--- src/rtl/io_uart.sv ---
// io_uart: memory-mapped 8N1 UART on the core I/O bus.
//
// Register map (word index relative to BASE_ADDR):
//   0 TXDATA  W: push byte into TX FIFO          R: 0
//   1 RXDATA  R: {24'b0, rx_byte}, clears rx_valid W: ignored
//   2 STATUS  R: {tx_ovf, rx_ferr, rx_ovr, rx_valid, tx_busy, tx_empty, tx_full}
//             W: write-1-to-clear of bits [6:4]
//   3 BAUDDIV R/W [15:0]; bit period = divisor + 1 clocks; writes below 3 store 3
//
// Ports:
//   clk, resetb           clock, asynchronous active-low reset
//   io_addr/io_en/io_we   register index, access strobe, write select
//   io_data_write         write data
//   io_data_read          combinational read data (0 unless a valid read)
//   uart_rx               serial input, asynchronous to clk
//   uart_tx               serial output, idle high
module io_uart #(
  parameter logic [7:0]  BASE_ADDR     = 8'h00,
  parameter int unsigned TX_DEPTH_LOG2 = 2,
  parameter logic [15:0] DIV_RESET     = 16'd104
) (
  input  logic        clk,
  input  logic        resetb,
  input  logic [7:0]  io_addr,
  input  logic        io_en,
  input  logic        io_we,
  input  logic [31:0] io_data_write,
  output logic [31:0] io_data_read,
  input  logic        uart_rx,
  output logic        uart_tx
);

  localparam int unsigned Depth = 2 ** TX_DEPTH_LOG2;
  localparam logic [TX_DEPTH_LOG2:0] DepthCnt = (TX_DEPTH_LOG2 + 1)'(Depth);

  typedef enum logic [1:0] {TxIdle, TxStart, TxData, TxStop} tx_state_e;
  typedef enum logic [1:0] {RxIdle, RxStart, RxData, RxStop} rx_state_e;

  // ---------------------------------------------------------------------------
  // Bus decode
  // ---------------------------------------------------------------------------
  logic [7:0] off;
  logic       hit, wr, rd;
  logic       wr_txdata, rd_rxdata, wr_status, wr_baud;

  assign off       = io_addr - BASE_ADDR;
  assign hit       = io_en && (off[7:2] == 6'd0);
  assign wr        = hit && io_we;
  assign rd        = hit && !io_we;
  assign wr_txdata = wr && (off[1:0] == 2'd0);
  assign rd_rxdata = rd && (off[1:0] == 2'd1);
  assign wr_status = wr && (off[1:0] == 2'd2);
  assign wr_baud   = wr && (off[1:0] == 2'd3);

  logic unused_wdata;
  assign unused_wdata = ^io_data_write[31:16];

  // ---------------------------------------------------------------------------
  // State
  // ---------------------------------------------------------------------------
  logic [15:0] div_q, div_d;

  logic [7:0]               fifo_q [Depth];
  logic [7:0]               fifo_d [Depth];
  logic [TX_DEPTH_LOG2-1:0] wptr_q, wptr_d, rptr_q, rptr_d;
  logic [TX_DEPTH_LOG2:0]   cnt_q, cnt_d;

  tx_state_e   tx_st_q, tx_st_d;
  logic [15:0] tx_cnt_q, tx_cnt_d;
  logic [2:0]  tx_idx_q, tx_idx_d;
  logic [7:0]  tx_sh_q, tx_sh_d;
  logic        tx_q, tx_d;

  logic        sync1_q, sync2_q;
  rx_state_e   rx_st_q, rx_st_d;
  logic [15:0] rx_cnt_q, rx_cnt_d;
  logic [2:0]  rx_idx_q, rx_idx_d;
  logic [7:0]  rx_sh_q, rx_sh_d;
  logic [7:0]  rx_byte_q, rx_byte_d;
  logic        rx_valid_q, rx_valid_d;
  logic        rx_ovr_q, rx_ovr_d;
  logic        rx_ferr_q, rx_ferr_d;
  logic        tx_ovf_q, tx_ovf_d;

  logic tx_full, tx_empty, tx_busy, push, pop;
  logic rx_done, rx_s;
  logic set_ovr, set_ferr;
  logic [15:0] rx_half_m1;

  assign tx_full  = (cnt_q == DepthCnt);
  assign tx_empty = (cnt_q == '0);
  assign tx_busy  = (tx_st_q != TxIdle) || !tx_empty;
  // Full is judged before the edge: a same-cycle pop does not make room.
  assign push     = wr_txdata && !tx_full;
  assign pop      = (tx_st_q == TxIdle) && !tx_empty;
  assign rx_s     = sync2_q;
  // (div+1)/2 - 1 without a 17-bit intermediate; div is never below 3.
  assign rx_half_m1 = (div_q - 16'd1) >> 1;
  assign uart_tx  = tx_q;

  // ---------------------------------------------------------------------------
  // Divisor and TX FIFO
  // ---------------------------------------------------------------------------
  always_comb begin
    div_d = div_q;
    if (wr_baud) begin
      div_d = (io_data_write[15:0] < 16'd3) ? 16'd3 : io_data_write[15:0];
    end
  end

  always_comb begin
    fifo_d = fifo_q;
    wptr_d = wptr_q;
    rptr_d = rptr_q;
    cnt_d  = cnt_q;
    if (push) begin
      fifo_d[wptr_q] = io_data_write[7:0];
      wptr_d         = wptr_q + 1'b1;
    end
    if (pop) begin
      rptr_d = rptr_q + 1'b1;
    end
    unique case ({push, pop})
      2'b10:   cnt_d = cnt_q + 1'b1;
      2'b01:   cnt_d = cnt_q - 1'b1;
      default: cnt_d = cnt_q;
    endcase
  end

  // ---------------------------------------------------------------------------
  // TX serializer: each bit lasts div+1 cycles, divisor reloaded per bit
  // ---------------------------------------------------------------------------
  always_comb begin
    tx_st_q_hold: begin end
    tx_st_d  = tx_st_q;
    tx_cnt_d = tx_cnt_q;
    tx_idx_d = tx_idx_q;
    tx_sh_d  = tx_sh_q;
    tx_d     = tx_q;
    unique case (tx_st_q)
      TxIdle: begin
        if (pop) begin
          tx_st_d  = TxStart;
          tx_sh_d  = fifo_q[rptr_q];
          tx_cnt_d = div_q;
          tx_d     = 1'b0;
        end
      end
      TxStart: begin
        if (tx_cnt_q == '0) begin
          tx_st_d  = TxData;
          tx_cnt_d = div_q;
          tx_idx_d = '0;
          tx_d     = tx_sh_q[0];
        end else begin
          tx_cnt_d = tx_cnt_q - 16'd1;
        end
      end
      TxData: begin
        if (tx_cnt_q == '0) begin
          tx_cnt_d = div_q;
          if (tx_idx_q == 3'd7) begin
            tx_st_d = TxStop;
            tx_d    = 1'b1;
          end else begin
            tx_idx_d = tx_idx_q + 3'd1;
            tx_sh_d  = tx_sh_q >> 1;
            tx_d     = tx_sh_q[1];
          end
        end else begin
          tx_cnt_d = tx_cnt_q - 16'd1;
        end
      end
      TxStop: begin
        if (tx_cnt_q == '0) begin
          tx_st_d = TxIdle;
        end else begin
          tx_cnt_d = tx_cnt_q - 16'd1;
        end
      end
      default: tx_st_d = TxIdle;
    endcase
  end

  // ---------------------------------------------------------------------------
  // RX deserializer: START waits half a bit, then samples every div+1 cycles
  // ---------------------------------------------------------------------------
  always_comb begin
    rx_st_d  = rx_st_q;
    rx_cnt_d = rx_cnt_q;
    rx_idx_d = rx_idx_q;
    rx_sh_d  = rx_sh_q;
    rx_done  = 1'b0;
    unique case (rx_st_q)
      RxIdle: begin
        if (!rx_s) begin
          rx_st_d  = RxStart;
          rx_cnt_d = rx_half_m1;
        end
      end
      RxStart: begin
        if (rx_cnt_q == '0) begin
          if (rx_s) begin
            rx_st_d = RxIdle;  // line went back high: glitch
          end else begin
            rx_st_d  = RxData;
            rx_cnt_d = div_q;
            rx_idx_d = '0;
          end
        end else begin
          rx_cnt_d = rx_cnt_q - 16'd1;
        end
      end
      RxData: begin
        if (rx_cnt_q == '0) begin
          rx_sh_d  = {rx_s, rx_sh_q[7:1]};
          rx_cnt_d = div_q;
          if (rx_idx_q == 3'd7) begin
            rx_st_d = RxStop;
          end else begin
            rx_idx_d = rx_idx_q + 3'd1;
          end
        end else begin
          rx_cnt_d = rx_cnt_q - 16'd1;
        end
      end
      RxStop: begin
        if (rx_cnt_q == '0) begin
          rx_st_d = RxIdle;
          rx_done = 1'b1;
        end else begin
          rx_cnt_d = rx_cnt_q - 16'd1;
        end
      end
      default: rx_st_d = RxIdle;
    endcase
  end

  // Holding register and sticky flags; a flag being set beats a same-edge clear.
  always_comb begin
    rx_valid_d = rx_valid_q;
    rx_byte_d  = rx_byte_q;
    set_ovr    = 1'b0;
    set_ferr   = 1'b0;
    if (rd_rxdata) begin
      rx_valid_d = 1'b0;
    end
    if (rx_done) begin
      if (!rx_s) begin
        set_ferr = 1'b1;
      end else if (rx_valid_q && !rd_rxdata) begin
        set_ovr = 1'b1;
      end else begin
        rx_byte_d  = rx_sh_q;
        rx_valid_d = 1'b1;
      end
    end
    rx_ovr_d  = (rx_ovr_q  && !(wr_status && io_data_write[4])) || set_ovr;
    rx_ferr_d = (rx_ferr_q && !(wr_status && io_data_write[5])) || set_ferr;
    tx_ovf_d  = (tx_ovf_q  && !(wr_status && io_data_write[6])) || (wr_txdata && tx_full);
  end

  // ---------------------------------------------------------------------------
  // Read mux
  // ---------------------------------------------------------------------------
  always_comb begin
    io_data_read = '0;
    if (rd) begin
      unique case (off[1:0])
        2'd0: io_data_read = '0;
        2'd1: io_data_read = {24'd0, rx_byte_q};
        2'd2: io_data_read = {25'd0, tx_ovf_q, rx_ferr_q, rx_ovr_q, rx_valid_q,
                              tx_busy, tx_empty, tx_full};
        default: io_data_read = {16'd0, div_q};
      endcase
    end
  end

  // ---------------------------------------------------------------------------
  // Registers
  // ---------------------------------------------------------------------------
  always_ff @(posedge clk or negedge resetb) begin
    if (!resetb) begin
      div_q      <= DIV_RESET;
      for (int i = 0; i < Depth; i++) fifo_q[i] <= '0;
      wptr_q     <= '0;
      rptr_q     <= '0;
      cnt_q      <= '0;
      tx_st_q    <= TxIdle;
      tx_cnt_q   <= '0;
      tx_idx_q   <= '0;
      tx_sh_q    <= '0;
      tx_q       <= 1'b1;
      sync1_q    <= 1'b1;
      sync2_q    <= 1'b1;
      rx_st_q    <= RxIdle;
      rx_cnt_q   <= '0;
      rx_idx_q   <= '0;
      rx_sh_q    <= '0;
      rx_byte_q  <= '0;
      rx_valid_q <= 1'b0;
      rx_ovr_q   <= 1'b0;
      rx_ferr_q  <= 1'b0;
      tx_ovf_q   <= 1'b0;
    end else begin
      div_q      <= div_d;
      fifo_q     <= fifo_d;
      wptr_q     <= wptr_d;
      rptr_q     <= rptr_d;
      cnt_q      <= cnt_d;
      tx_st_q    <= tx_st_d;
      tx_cnt_q   <= tx_cnt_d;
      tx_idx_q   <= tx_idx_d;
      tx_sh_q    <= tx_sh_d;
      tx_q       <= tx_d;
      sync1_q    <= uart_rx;
      sync2_q    <= sync1_q;
      rx_st_q    <= rx_st_d;
      rx_cnt_q   <= rx_cnt_d;
      rx_idx_q   <= rx_idx_d;
      rx_sh_q    <= rx_sh_d;
      rx_byte_q  <= rx_byte_d;
      rx_valid_q <= rx_valid_d;
      rx_ovr_q   <= rx_ovr_d;
      rx_ferr_q  <= rx_ferr_d;
      tx_ovf_q   <= tx_ovf_d;
    end
  end

endmodule

--- config.mk ---
export PLATFORM = sky130hd
export DESIGN_NAME = io_uart
export DESIGN_NICKNAME = d
export VERILOG_FILES = /design/src/rtl/io_uart.sv
export SDC_FILE = /design/constraint.sdc
export NUM_CORES = 1
export LEC_CHECK = 0
export CAP_MARGIN = 20
export CORE_MARGIN = 2
export CORE_UTILIZATION = 30
export CTS_CLUSTER_SIZE = 28
export DETAILED_ROUTE_END_ITERATION = 10
export HOLD_SLACK_MARGIN = 0.05
export MAX_ROUTING_LAYER = met4
export PLACE_DENSITY_LB_ADDON = 0.3
export SLEW_MARGIN = 0
export SYNTH_ARGS = -nofsm -noshare
export SYNTH_HDL_FRONTEND = slang
export SYNTH_SLANG_ARGS = --single-unit
--- constraint.sdc ---
create_clock -name clk -period 4.8 [get_ports clk]
set_clock_uncertainty 0.2 [all_clocks]
set_input_delay 0.96 -clock clk [delete_from_list [all_inputs] [get_ports clk]]
set_output_delay 0.96 -clock clk [all_outputs]
set_load 0.02 [all_outputs]
### Word-level counts from Yosys, hierarchy flattened

Cells that the tools add are included.

* bits of input ports: 45
* bits in registers: 128

* equal/unequal tests: 30
* add/sub/neg operators: 9
* muxes and demuxes: 62
* bitwise logic cells: 3
* order comparisons: 4
* reductions and logical operators: 53

Operators with widths (number)
* $mux W16: 10
* $pmux W16 S3: 2
* $pmux W16 S4: 1
* $mux W8: 6
* $sub A16 B1 Y16 const B: 3
* $bwmux W32: 1
* $logic_not A16 Y1: 2
* $ne A2 B2 Y1 const B: 15
* $mux W2: 11
* $mux W3: 7
* $logic_and A1 B1 Y1: 18
* $pmux W3 S2: 3
* $bmux W8 S2: 1
* $demux W8 S2: 1
* $lt A16 B2 Y1 const B: 1
* $pmux W2 S4: 2
* $pmux W8 S2: 1
* $mux W1: 15
* $reduce_and A5 Y1: 3
* $eq A2 B2 Y1 const B: 7
* $reduce_and A4 Y1: 3
* $reduce_bool A2 Y1: 5
* $add A3 B1 Y3 const B: 3
* $eq A3 B3 Y1 const B: 3
* 18 further kinds: 37

### Logic depth before layout (Yosys ltp)

Gate-level depths: netlist (run 1).

* depth in word-level cells: 10
* mapped depth: 11
* gate-level depth less buffers: 10

### Worst setup path after synthesis (run 1)

OpenSTA, ideal clock, no wires.

* path type: in2out
* start point: in io_addr[4]
* end point: out io_data_read[7]
* path buffers: 1
* stages on the path: 4
* setup slack: 1.094 ns
* data arrival time: 2.546 ns
* data required time: 3.640 ns
* cells stage by stage: or4b_4 > or3_1 > buf_2 > nor3b_1

* word-level cells in the longest chain between the ends: 4

Ends and longest elaborated chain
* from (decl): RTL line 24 `input logic [7:0] io_addr,`
* $logic_not A6 Y1: RTL line 47 `assign hit = io_en && (off[7:2] == 6'd0);`
* $logic_and A1 B1 Y1: RTL line 47
* $logic_and A1 B1 Y1: RTL line 49 `assign rd = hit && !io_we;`
* $mux W16: RTL line 268 `if (rd) begin`
* to (decl): RTL line 28 `output logic [31:0] io_data_read,`

Every way passes these cells.

### Worst setup path in the final report (run 1)

* start point: in io_addr[4]
* end point: out io_data_read[8]

The elaborated chain is that of the path after synthesis.

==> results.md, run 1 <==
- Residual DRC count: 0
- Via count: slightly above 6000
- Worst path required time: approximately 3.6 ns
- TNS Setup: 0 ns
- Multi-input combinational cell area: 4170 um2
- Final hold vios: 0
- Iteration-0 DRC Markers: between 500 and 600
- Register area share after synthesis: roughly two fifths
- Synth warnings: 0
- Area leader, netlist: dfrtp_1
- CTS Sinks: ~130
- CTS tree: built
- Area Growth Syn to Fin: 17.0%
- RSZ-0062 raised after global routing: no
- Die width: approximately 160 um
- Status: finished, final reports clean
- Initial Utilization: 30.7%
- NumNets Final: roughly 860
- CTS H-tree lvls: 4
- CP Launch Type: input pin
- Crit path capture type: output pin
- Die footprint: 27100 um2
- Slew Limit Fails: 0
- Cell with the most instances after synthesis: dfrtp_1
- DP HPWL: about 14 mm
- Antenna Nets Post-Route: 0
- Crit Path Class: in2out
- Num CTS Buffers: 17
- Row count: 58
- Largest net degree at the start of global routing: 74
- Placed cells: roughly 1100
- Routed WL: 20.2 mm
- Post-DR vias/cell: 5.36
- Worst-margin pin slew: 0.844 ns
- Hold Crit Class: reg2reg
- Wire per inst: between 15 and 20 um
- Top FF cell, synth: dfrtp_1
- Static leakage: 0.00397 uW
- Area contributors post-synth: dfrtp_1 39%, mux2_2 8.7%, ha_1 3.6%, a22o_1 2.6%, mux4_2 2.3%
- Share of cells above drive strength 1: roughly 17%
- Initial antenna violation count: 0
- Final period util: 94.4%
- First-pass GRT wire length: roughly 34 mm
- EDFF count, synth: 0
- Post-Layout Cell Count: approximately 1100
- CORE AREA: about 25000 um2
- Power Density: between 500 and 600 nW/um2
- Post-synth top cells: 122 x dfrtp_1, 60 x mux2_2, 44 x nor2_1
- I/O pin count: 78
- Highest clock rate: around 220 MHz
- Endpoints failing setup: 0
- Worst relative slew slack: between 40% and 50%
- Number of global-route vias before repair: roughly 6000
- Clock transition at path regs: roughly 0.060 ns
- Post-synth ARST share: 100%
- Avg Cell Area, Syn: around 10 um2
- Post-synth top area share: 39.4%
- Global route overflow: 0
- # hold bufs at CTS: 0
- All-Layer GR Usage: between 10% and 20%
- Sequential cell area: between 3000 and 4000 um2
- Crit-path max FO: 8
- PostCTS Resize Cnt: 0
- Final worst path period need: 4.53 ns
- Number of synthesized register bits: 128
- Filler Cell Count: between 2000 and 3000
- Root Driver: clkbuf_16
- Max VDD drop: approximately 270 uV
- Diode count: 0
- Latest clock arrival within the worst-skew pair: between 0.4 and 0.5 ns
- Mapped cell area: 7740 um2
- Max Root-Sink Buffers: 2
- I/O Buffers: 45
- Die H: between 150 and 200 um
- GP Congestion: about 0.85
- Post-CTS setup buffer count: 0
- Max-Cap Viols: 0
- DRT Pass-1 Iters: 5
- Synth cell types: 78
- Mapped Cells: 757
- CP arrival: approximately 3.4 ns
==> stage by stage <==
step / hold WS, ns / instance area [um2] / setup WS, ns / total power, uW / util (%)
floorplan: 0.145 / 7800 / 1.09 / 3000 / -
global placement: 0.145 / 8460 / 0.266 / 3480 / 33.5
detailed placement: 0.151 / 8460 / 0.275 / 3500 / 33.5
CTS: 0.163 / 9060 / 0.266 / 4840 / 35.9
global route: 0.169 / 9060 / 0.205 / 5180 / 35.9
finish: 0.159 / 9060 / 0.268 / 4830 / 35.9
==> state kept, by name, summed over array words and instances (netlist names), named ones only <==
| signal | cells |
|---|---|
| rx_cnt_q | 16 |
| div_q | 16 |
| rptr_q | 2 |
| rx_byte_q | 8 |
| tx_ovf_q | 1 |
| tx_cnt_q | 16 |
| rx_st_q | 1 |
| tx_idx_q | 3 |
| tx_st_q | 2 |
| wptr_q | 2 |
| fifo_q | 32 |
| rx_ferr_q | 1 |
| rx_sh_q | 8 |
| rx_ovr_q | 1 |
| uart_tx | 1 |
| tx_sh_q | 8 |
| rx_valid_q | 1 |
| rx_idx_q | 3 |
| rx_s | 1 |
| sync1_q | 1 |
| cnt_q | 3 |
==> kinds of logic (layout without fill, tap and decap cells) <==
group                      Yosys count  in the layout  share of synthesized area (%)
buffers and inverters               94            123                           5.48
muxes                               81             81                           12.8
adders and majority gates           23             23                           3.81
other                                1             16                         0.0484
AOI/OAI and AO/OA                  183            183                           17.2
and+or+nand+nor                    228            228                           17.1
DFF                                128            128                           41.5
xor gates and xnor gates            19             19                           2.15
==> power by group <==
group / internal, uW / switching, uW
Combinational: 797 / 1190
Sequential: 1270 / 246
Clock: 782 / 545
Total: 2850 / 1980
==> layout by cell type, fill, tap and decap left out, types with 7 or more instances in the layout <==
cell type | Yosys | routed
nand2_1 | 38 | 38
inv_1 | 32 | 32
clkdlybuf4s50_1 | 0 | 44
mux2i_1 | 12 | 12
xor2_1 | 7 | 7
and2_1 | 15 | 15
nor2_1 | 44 | 44
a21oi_1 | 34 | 34
xnor2_1 | 12 | 12
nor3_1 | 17 | 17
a211oi_1 | 7 | 7
a221o_1 | 9 | 9
conb_1 | 1 | 16
a22o_1 | 23 | 23
nor4_1 | 14 | 14
ha_1 | 22 | 22
dfrtp_1 | 122 | 122
and3_1 | 9 | 9
nand4_1 | 15 | 15
o21ai_0 | 26 | 26
clkbuf_16 | 0 | 17
a22oi_1 | 10 | 10
mux4_2 | 8 | 8
or4_1 | 10 | 10
mux2_2 | 60 | 60
nand3_1 | 21 | 21
buf_4 | 17 | 13
==> area by class of cell <==
cell class	count	area share, %
clock buffers	18	4.74
repair buffers	58	6.06
clock inverters	14	1.86
well taps	330	4.56
inverters	33	1.37
flip-flops and latches	128	35.4
multi-input cells	550	46.0
==> worst max-delay path: stages <==
cell and delay (ns):
clkdlybuf4s50_1 0.40, or4b_4 0.57, or3_1 0.39, nor2_1 0.13, buf_4 0.17, and2_1 0.14
clkdlybuf4s50_1 0.62
==> layer usage <==
| layer | global-route usage, % | wire, um | vias to the layer above |
|---|---|---|---|
| met4 | 5.34 | 364 | 0 |
| met1 | 23.2 | 9730 | 2968 |
| met3 | 2.71 | 994 | 24 |
| met2 | 23.9 | 9110 | 191 |
| met5 | - | 0 | - |
| li1 | - | - | 2883 |
==> path summary, 6_finish.rpt <==
path	from	end	slack, ns	cells past startpoint
hold / removal	sync1_q	rx_s	0.16	0
setup / recovery	io_addr[4]	io_data_read[8]	0.27	7
min in group asynchronous	resetb	fifo_q[2]	0.34	1
max in group asynchronous	resetb	rx_s	3.15	2
setup reg to reg	rx_cnt_q[9]	rx_cnt_q[6]	1.63	5
hold reg to reg	sync1_q	rx_s	0.16	0
(Power assumes the default switching activity.)
==> run 2, diff against run 1 <==
--- a/config.mk
+++ b/config.mk
@@ -7,7 +7,7 @@
 export LEC_CHECK = 0
 export CAP_MARGIN = 20
 export CORE_MARGIN = 2
-export CORE_UTILIZATION = 30
+export CORE_UTILIZATION = 40
 export CTS_CLUSTER_SIZE = 28
 export DETAILED_ROUTE_END_ITERATION = 10
 export HOLD_SLACK_MARGIN = 0.05
==> run 2 against run 1 <==
Critical path depth unchanged. Register-to-register slack better by 0.12 ns. Power up 0.95%. Critical path type unchanged. Non-clock buffer count unchanged. Setup slack worse by 0.0013 ns. Die area down 24%. Maximum frequency about the same. Largest cell class unchanged. Sequential share of layout area up 0.22 points. Clock power up 5%.
==> results.md, run 2 (same netlist as run 1, synthesis figures left out) <==
- Routed WL: 19.4 mm (-3.7%)
- Power Density: 542 nW/um2 (+1.6%)
- Clock transition at path regs: 0.06 ns (about the same)
- Wire per inst: 18.3 um (+2.6%)
- Final hold vios: 0 (unchanged)
- Worst-margin pin slew: 0.828 ns (-0.0162 ns)
- Die H: 143 um (-13%)
- Slew Limit Fails: 0 (unchanged)
- DRT Pass-1 Iters: 5 (unchanged)
- Hold Crit Class: reg2reg
- CP max stage cell: clkdlybuf4s50_1
- Latest clock arrival within the worst-skew pair: 0.43 ns (about the same)
- CP Cell Sequence: clkdlybuf4s50_1 > or4b_4 > or3_1 > nor2_1 > buf_4 > and2_1 > clkdlybuf4s50_1
- Antenna Nets Post-Route: 0 (unchanged)
- Post-DR vias/cell: 5.79 (+8.0%)
- Largest net degree at the start of global routing: 50 (-32%)
- CORE AREA: 18800 um2 (-25%)
- CP Launch Type: input pin
- Highest clock rate: 221 MHz (about the same)
- Share of cells above drive strength 1: 17.6% (+0.12 points)
- Initial antenna violation count: 0 (unchanged)
- I/O Buffers: 45 (unchanged)
- Static leakage: 0.00400 uW (+0.67%)
- Global route overflow: 0 (unchanged)
- Via count: 6148 (+1.4%)
- Post-CTS setup buffer count: 0 (unchanged)
- Commonest non-fill, non-tap cell in the layout: dfrtp_1
- Most used cell along the critical path: clkdlybuf4s50_1
- All-Layer GR Usage: 20.8% (+4.4 points)
- CTS H-tree lvls: 4 (unchanged)
- Endpoints failing setup: 0 (unchanged)
- Crit-path max FO: 8 (unchanged)
- Crit path capture type: output pin
- Max reg flops: 32 (unchanged)
- Area Growth Syn to Fin: 16.3%
- Crit Path Class: in2out
- Iteration-0 DRC Markers: 662 (+31%)
- I/O pin count: 78 (unchanged)
- Final worst path period need: 4.53 ns (+0.00127 ns)
- Diode count: 0 (unchanged)
- CP arrival: 3.37 ns (about the same)
- Pwr Total: 4880 uW (+0.95%)
- RSZ-0062 raised after global routing: no
- Worst relative slew slack: 44.8% (+1.1 points)
- Max-Cap Viols: 0 (unchanged)
- Most frequent cells in the layout: 122 x dfrtp_1, 60 x mux2_2, 44 x nor2_1, 44 x clkdlybuf4s50_1, 38 x nand2_1
- Die footprint: 20500 um2 (-24%)
- DP HPWL: 13.4 mm (-3.6%)
- CTS Sinks: 128 (unchanged)
- Max VDD drop: 292 uV (+8.3%)
- Status: finished, final reports clean
- Worst path required time: 3.64 ns (about the same)
- Final period util: 94.5% (about the same)
- Die width: 143 um (-13%)
- Root Driver: clkbuf_16
- Max Root-Sink Buffers: 2 (unchanged)
- TNS Setup: 0 ns (unchanged)
- Residual DRC count: 0 (unchanged)
- Initial Utilization: 41.1% (+10 points)
- # hold bufs at CTS: 0 (unchanged)
- First-pass GRT wire length: 32.3 mm (-4.0%)
- Sequential cell area: 3210 um2 (unchanged)
- PostCTS Resize Cnt: 0 (unchanged)
- Row count: 50 (-14%)
- Number of global-route vias before repair: 5957 (-0.10%)
- Filler Cell Count: 1755 (-31%)
- Multi-input combinational cell area: 4170 um2 (unchanged)
- Max stage delay on crit path: 0.61 ns (about the same)
- Largest Register: fifo_q
- NumNets Final: 856 (unchanged)
- CTS tree: built
- GP Congestion: 0.912 (+7.6%)
- Num CTS Buffers: 17 (unchanged)
==> run 2: layer usage <==
metal | track usage (%) | wire length, um
met4 | 6.67 | 463
met1 | 28.3 | 9000
met5 | - | 0
met2 | 30.9 | 8880
met3 | 4.46 | 1100
==> run 2: final timing paths <==
kind	startpoint	end	slack, ns	cells after the start
max in group asynchronous	resetb	uart_tx	3.09	2
setup reg to reg	rx_cnt_q[9]	rx_cnt_q[6]	1.75	5
hold / removal	sync1_q	rx_s	0.16	0
hold reg to reg	sync1_q	rx_s	0.16	0
setup / recovery	io_addr[4]	io_data_read[10]	0.27	7
min in group asynchronous	resetb	fifo_q[27]	0.33	1
==> run 2: final cells by class <==
cell class | count | area share, %
multi-input combinational | 550 | 46.3
timing repair buffer | 58 | 6.06
clock buffer | 18 | 4.88
clock inverter | 14 | 2.15
sequential | 128 | 35.7
tap | 260 | 3.61
inverter | 33 | 1.38
==> run 2: per-stage QoR <==
stage          worst slack [ns]  util, %  hold WS (ns)  instance area, um2  cells
3_3_place_gp              0.326     44.5         0.146                8370   1029
3_5_place_dp              0.266     44.5         0.147                8370   1029
6_report                  0.266     47.8         0.156                9000   1061
2_1_floorplan              1.09        -         0.145                7800    772
5_1_grt                   0.162     47.8         0.160                9000   1061
4_1_cts                   0.262     47.8         0.156                9000   1061
==> run 2: report_power, final <==
group	switching (uW)	leakage, uW	internal [uW]
clock	535	0.000312	851
sequential	250	0.00167	1270
combinational	1170	0.00202	797
==> run 2: worst max-delay path, delay by kind of cell <==
family	cells	cell delay (ns)
AND/OR/NAND/NOR	4	1.23
buffers and inverters	3	1.19
==> run 3, diff against run 2 <==
--- a/config.mk
+++ b/config.mk
@@ -5,9 +5,11 @@
 export SDC_FILE = /design/constraint.sdc
 export NUM_CORES = 1
 export LEC_CHECK = 0
+export ABC_CLOCK_PERIOD_IN_PS = 4800
 export CAP_MARGIN = 20
 export CORE_MARGIN = 2
 export CORE_UTILIZATION = 40
+export CTS_CLUSTER_DIAMETER = 120
 export CTS_CLUSTER_SIZE = 28
 export DETAILED_ROUTE_END_ITERATION = 10
 export HOLD_SLACK_MARGIN = 0.05
==> results of run 3 <==
Final layout, timing and power as in run 2 (identical DEF).
